$ cat src/rtl/pc_if.sv
// Controller <-> program counter command/status bundle.
// STACK_DEPTH sizes the return-stack occupancy field.
interface pc_if #(
  parameter int STACK_DEPTH = 4
);
  localparam int SP_W = $clog2(STACK_DEPTH) + 1;

  logic            pc_inc;
  logic            pc_load;
  logic            pc_call;
  logic            pc_ret;
  logic            err_clr;
  logic [15:0]     bus;
  logic [15:0]     mem_in;
  logic [15:0]     pc_out;
  logic [SP_W-1:0] sp;
  logic            stack_full;
  logic            stack_empty;
  logic            err_ovf;
  logic            err_unf;

  modport master (
    output pc_inc, pc_load, pc_call, pc_ret, err_clr, bus, mem_in,
    input  pc_out, sp, stack_full, stack_empty, err_ovf, err_unf
  );

  modport slave (
    input  pc_inc, pc_load, pc_call, pc_ret, err_clr, bus, mem_in,
    output pc_out, sp, stack_full, stack_empty, err_ovf, err_unf
  );
endinterface

$ cat src/rtl/pc_unit.sv
// SAP-2 program counter: increment, jump, CALL/RET. Define PC_STACK_EN for an internal
// return LIFO; otherwise RET loads the return address from the memory block's MDR.
module pc_unit #(
  parameter int ADDR_W      = 16,
  parameter int STACK_DEPTH = 4,
  parameter int RESET_PC    = 0
) (
  input  logic clk,
  input  logic rst,
  pc_if.slave  pif
);
  localparam int SP_W = $clog2(STACK_DEPTH) + 1;

  logic [ADDR_W-1:0] pc, pc_nxt;

  assign pif.pc_out = 16'(pc);

`ifdef PC_STACK_EN
  logic [ADDR_W-1:0] stack [STACK_DEPTH];
  logic [SP_W-1:0]   sp, sp_nxt, sp_m1;
  logic              full, empty, push, ovf_set, unf_set, ovf_q, unf_q;
  logic              unused_ok;

  assign full      = (sp == SP_W'(STACK_DEPTH));
  assign empty     = (sp == '0);
  assign sp_m1     = sp - 1'b1;
  assign unused_ok = ^pif.mem_in;

  // ret > call > load > inc; only the winning command takes effect
  always_comb begin
    pc_nxt  = pc;
    sp_nxt  = sp;
    push    = 1'b0;
    ovf_set = 1'b0;
    unf_set = 1'b0;
    if (pif.pc_ret) begin
      if (empty) unf_set = 1'b1;
      else begin
        pc_nxt = stack[sp_m1[SP_W-2:0]];
        sp_nxt = sp_m1;
      end
    end else if (pif.pc_call) begin
      pc_nxt = pif.bus[ADDR_W-1:0];
      if (full) ovf_set = 1'b1;
      else begin
        push   = 1'b1;
        sp_nxt = sp + 1'b1;
      end
    end else if (pif.pc_load) begin
      pc_nxt = pif.bus[ADDR_W-1:0];
    end else if (pif.pc_inc) begin
      pc_nxt = pc + 1'b1;
    end
  end

  always_ff @(posedge clk or negedge rst) begin
    if (!rst) begin
      pc    <= ADDR_W'(RESET_PC);
      sp    <= '0;
      ovf_q <= 1'b0;
      unf_q <= 1'b0;
    end else begin
      pc    <= pc_nxt;
      sp    <= sp_nxt;
      ovf_q <= ovf_set | (ovf_q & ~pif.err_clr);
      unf_q <= unf_set | (unf_q & ~pif.err_clr);
    end
  end

  // Storage is deliberately left uninitialised on reset; sp alone tracks validity.
  always_ff @(posedge clk) begin
    if (push && rst) stack[sp[SP_W-2:0]] <= pc;
  end

  assign pif.sp          = sp;
  assign pif.stack_full  = full;
  assign pif.stack_empty = empty;
  assign pif.err_ovf     = ovf_q;
  assign pif.err_unf     = unf_q;
`else
  logic unused_ok;

  assign unused_ok = pif.err_clr;

  // Without a stack, CALL is a plain jump and RET takes the address from MDR.
  always_comb begin
    pc_nxt = pc;
    if (pif.pc_ret)                      pc_nxt = pif.mem_in[ADDR_W-1:0];
    else if (pif.pc_call || pif.pc_load) pc_nxt = pif.bus[ADDR_W-1:0];
    else if (pif.pc_inc)                 pc_nxt = pc + 1'b1;
  end

  always_ff @(posedge clk or negedge rst) begin
    if (!rst) pc <= ADDR_W'(RESET_PC);
    else      pc <= pc_nxt;
  end

  assign pif.sp          = '0;
  assign pif.stack_full  = 1'b0;
  assign pif.stack_empty = 1'b1;
  assign pif.err_ovf     = 1'b0;
  assign pif.err_unf     = 1'b0;
`endif
endmodule
$ cat src/flat_wrapper.sv
// flat-port wrapper written by rule: the top's interface ports become plain ports
module pc_unit_flat 
#(
  parameter int ADDR_W      = 16,
  parameter int STACK_DEPTH = 4,
  parameter int RESET_PC    = 0
)
  (clk, rst, pif_pc_inc, pif_pc_load, pif_pc_call, pif_pc_ret, pif_err_clr, pif_bus, pif_mem_in, pif_pc_out, pif_sp, pif_stack_full, pif_stack_empty, pif_err_ovf, pif_err_unf);
  pc_if #(.STACK_DEPTH(STACK_DEPTH)) pif_i ();
  input  logic clk;
  input  logic rst;
  input wire logic [$bits(pif_i.pc_inc)-1:0] pif_pc_inc;
  input wire logic [$bits(pif_i.pc_load)-1:0] pif_pc_load;
  input wire logic [$bits(pif_i.pc_call)-1:0] pif_pc_call;
  input wire logic [$bits(pif_i.pc_ret)-1:0] pif_pc_ret;
  input wire logic [$bits(pif_i.err_clr)-1:0] pif_err_clr;
  input wire logic [$bits(pif_i.bus)-1:0] pif_bus;
  input wire logic [$bits(pif_i.mem_in)-1:0] pif_mem_in;
  output wire logic [$bits(pif_i.pc_out)-1:0] pif_pc_out;
  output wire logic [$bits(pif_i.sp)-1:0] pif_sp;
  output wire logic [$bits(pif_i.stack_full)-1:0] pif_stack_full;
  output wire logic [$bits(pif_i.stack_empty)-1:0] pif_stack_empty;
  output wire logic [$bits(pif_i.err_ovf)-1:0] pif_err_ovf;
  output wire logic [$bits(pif_i.err_unf)-1:0] pif_err_unf;
  assign pif_i.pc_inc = pif_pc_inc;
  assign pif_i.pc_load = pif_pc_load;
  assign pif_i.pc_call = pif_pc_call;
  assign pif_i.pc_ret = pif_pc_ret;
  assign pif_i.err_clr = pif_err_clr;
  assign pif_i.bus = pif_bus;
  assign pif_i.mem_in = pif_mem_in;
  assign pif_pc_out = pif_i.pc_out;
  assign pif_sp = pif_i.sp;
  assign pif_stack_full = pif_i.stack_full;
  assign pif_stack_empty = pif_i.stack_empty;
  assign pif_err_ovf = pif_i.err_ovf;
  assign pif_err_unf = pif_i.err_unf;
  pc_unit #(.ADDR_W(ADDR_W), .STACK_DEPTH(STACK_DEPTH), .RESET_PC(RESET_PC)) u_core (.clk(clk), .rst(rst), .pif(pif_i));
endmodule
$ cat config.mk
export PLATFORM = sky130hd
export DESIGN_NAME = pc_unit_flat
export DESIGN_NICKNAME = d
export VERILOG_FILES = /design/src/rtl/pc_if.sv /design/src/rtl/pc_unit.sv /design/src/flat_wrapper.sv
export SDC_FILE = /design/constraint.sdc
export NUM_CORES = 1
export LEC_CHECK = 0
export BUFFER_PORTS_ARGS = -buffer_cell sky130_fd_sc_hd__buf_2
export CAP_MARGIN = 20
export CORE_ASPECT_RATIO = 1.5
export CORE_MARGIN = 3
export CORE_UTILIZATION = 47
export CTS_BUF_LIST = sky130_fd_sc_hd__clkbuf_4
export DETAILED_ROUTE_END_ITERATION = 7
export GPL_TIMING_DRIVEN = 1
export PLACE_DENSITY = 0.91
export SETUP_SLACK_MARGIN = 0.5
export SLEW_MARGIN = 20
export SYNTH_ARGS = -nofsm -noshare
export SYNTH_HDL_FRONTEND = slang
export SYNTH_SLANG_ARGS = --single-unit
$ cat constraint.sdc
create_clock -name clk -period 2.1 [get_ports clk]
set_input_delay 0.63 -clock clk [delete_from_list [all_inputs] [get_ports clk]]
set_output_delay 0.63 -clock clk [all_outputs]
set_load 0.01 [all_outputs]
==> flow_metrics.py <==
metrics = {
    "worst_setup_path": {
        "cp.required_ns": 2.27,
        "rrSetupSlack_ns": 0.53,
        "startpoint_type": "register",
        "worstSetupPathType": "register to register",
        "worst_ep_arrival_time_ns": 1.74,
        "critPathMaxFanout": 5,
        "critPathCaptureType": "register",
    },
    "yosys": {
        "yosys.area.top_type": "dfrtp_1",
        "yosysTopAreaCellShare_pct": 33.06,
        "avgSynthCellArea_um2": 8.353,
        "synth_cell_types": 29,
        "synth_seq_cells": 16,
        "synth_cells": 145,
        "synth.top_cells.by_area": "dfrtp_1 33%, xnor2_1 10%, o221ai_1 7.2%, nand2_1 6.8%, buf_4 5.0%",
        "ys_seq_area_share_pct": 33.06,
        "syn_area_um2": 1211,
        "yosys_warnings": 0,
    },
    "clock_tree": {
        "cts_buffer_depth": 2,
        "root_buffer": "clkbuf_4",
        "clock_sinks": 16,
        "clock_latency_ns": 0.28,
        "cts_tree": "built",
        "numCtsBuffers": 3,
        "htree_levels": 1,
        "clkTransAtPathRegs_ns": 0.10,
    },
    "timing": {
        "rsz0062_at_grt": "false",
        "fmaxAchievable_ghz": 0.6354,
        "setup_violations": 0,
        "setup-tns-final_ns": 0,
        "finalClockSkew_ns": 0.0009453,
        "finalCritPeriodShare_pct": 74.94,
        "setup_ws_ns": 0.5262,
        "period_minus_slack_ns": 1.574,
        "slew_viol_final": 0,
        "hold_viol_final": 0,
    },
    "pwr": {
        "p_sw_share_pct": 33.95,
        "ir_drop_mv": 0.4206,
        "p_switching_w": 0.0002667,
        "power.share.sequential_pct": 49.5,
        "p_per_area_nw_per_um2": 503.1,
        "p_leak_nw": 0.7008,
        "clkPwrFrac_pct": 21.6,
        "comb_power_share_pct": 29.0,
        "p_int_w": 0.0005189,
    },
    "route": {
        "first_iter_violations": 32,
        "drtPass1Iterations": 5,
        "vias": 1245,
        "final_antenna_net_count": 0,
        "drc": 0,
        "vias_per_cell": 5.608,
        "routed_wl_mm": 3.198,
        "routedWlPerCell_um": 14.41,
    },
    "final_layout": {
        "nNetsFinal": 240,
        "final_common_cell": "buf_2",
        "layout-drive-gt1-share_pct": 41.71,
        "n_antenna_cell": 0,
        "largest_reg_flops": 16,
        "area_growth_pct": 28.93,
        "final_cells": 222,
        "final_cell_mix": "53 x buf_2, 22 x nand2_1, 14 x xnor2_1",
    },
    "grt": {
        "top_usage_layer": "met2",
        "grtUsageMet2_pct": 34.40,
        "grt_usage_pct": 20.21,
        "grt_pass1_vias": 1139,
        "gr-total-overflow": 0,
        "antenna_found_initial": 0,
        "grtUsageMet1_pct": 25.25,
        "use_met3_pct": 2.368,
        "grt_pass1_wl_mm": 4.836,
        "grt_max_degree": 34,
    },
    "place": {
        "dp.cells": 213,
        "place.gp.congestion": 0.7708,
        "post-place-ws_ns": 0.2823,
        "dpl.hpwl_mm": 2.277,
        "port_buffers": 53,
    },
    "hold_path": {
        "hp-class": "input port to asynchronous set/reset pin",
    },
    "floorplanning": {
        "core_um2": 2338,
        "die_area_um2": 3235,
        "start_util_pct": 51.79,
        "num_rows": 21,
        "fp.dieH_um": 68.17,
        "die-width_um": 47.45,
        "ios": 62,
    },
    "outcome": {
        "status": "finished, final reports clean",
    },
    "flow_run": {
        "cap_violations": 0,
    },
}
==> metrics by stage <==
| step | total power [W] | util, % | hold slack, ns | instance area, um^2 |
|---|---|---|---|---|
| 2_1_floorplan | 0.0005278 | - | 0.3344 | 1281 |
| 3_3_place_gp | 0.0006004 | 62.55 | 0.5629 | 1463 |
| 3_5_place_dp | 0.0006059 | 62.55 | 0.5673 | 1463 |
| 4_1_cts | 0.0007717 | 64.31 | 0.2530 | 1504 |
| 5_1_grt | 0.0008367 | 66.77 | 0.2565 | 1562 |
| 6_report | 0.0007856 | 66.77 | 0.2474 | 1562 |
==> layout make-up <==
class / instances / area, um^2
multi-input cells: 113 / 749.5
clock inverters: 1 / 3.754
repair buffers: 62 / 332.8
flip-flops and latches: 16 / 409.1
inverters: 4 / 15.01
well taps: 23 / 28.78
clock buffers: 3 / 22.52
fillers: 179 / 777.0
==> power by group through the flow <==
stage / sequential, W / combinational, W / clock, W
after floorplan: 0.000393 / 0.000134 / 0
after global placement: 0.000387 / 0.000214 / 0
after detailed placement: 0.000388 / 0.000218 / 0
after CTS: 0.000382 / 0.000220 / 0.000170
after global routing: 0.000392 / 0.000254 / 0.000191
final: 0.000389 / 0.000227 / 0.000170
==> kinds of logic after synthesis <==
group	share of synthesized area (%)
fa+ha+maj	1.033
buf+inv	10.02
xor+xnor	10.12
other cells	0.6201
compound gates	14.98
mux	3.306
flops	33.06
simple gates	26.86
==> final timing paths <==
kind / startpoint / to / depth (start not counted)
setup / recovery: u_core.pif.pc_out[7]$_DFFE_PN0P_ / u_core.pif.pc_out[15]$_DFFE_PN0P_ / 4
hold / removal: rst / u_core.pif.pc_out[7]$_DFFE_PN0P_ / 1
setup reg to reg: u_core.pif.pc_out[7]$_DFFE_PN0P_ / u_core.pif.pc_out[15]$_DFFE_PN0P_ / 4
hold reg to reg: u_core.pif.pc_out[13]$_DFFE_PN0P_ / u_core.pif.pc_out[13]$_DFFE_PN0P_ / 2
max in group asynchronous: rst / u_core.pif.pc_out[1]$_DFFE_PN0P_ / 1
min in group clk: pif_mem_in[4] / u_core.pif.pc_out[4]$_DFFE_PN0P_ / 3
==> critical path, stage by stage, from the launching register on <==
cell and delay [ns]:
dfrtp_1 0.46, nand4_1 0.23, nor4_4 0.34, a311oi_1 0.12
or3_1 0.31
==> cell usage after synthesis <==
cell / count
nand2_1: 22
dfrtp_1: 16
xnor2_1: 14
a21oi_1: 11
o221ai_1: 10
buf_4: 8
nor3_1: 8
nand4_1: 6
nor2_1: 6
o21ai_0: 6
nor3b_1: 5
clkbuf_1: 4
inv_1: 4
mux2i_1: 4
buf_2: 3
nand3_1: 3
conb_1: 2
or3_1: 2
a311oi_1: 1
and4_1: 1
buf_6: 1
clkbuf_2: 1
ha_1: 1
nand4_2: 1
nor4_1: 1
nor4_4: 1
nor4b_1: 1
or2_2: 1
or4b_4: 1
==> per-layer routing <==
metal	share of wire, %	vias up
li1	-	617
met1	40	578
met2	53	46
met3	6.1	4
met4	0.91	0
met5	0	-
==> what timing repair did <==
action                                  in CTS  in global routing
hold buffers                                 0                  0
pin swaps                                    1                  4
setup buffers                                1                  4
resized for setup                            2                 10
endpoints found under the setup margin       4                  9
cloned                                       0                  0
No activity file was read; power rests on OpenSTA's default activity.
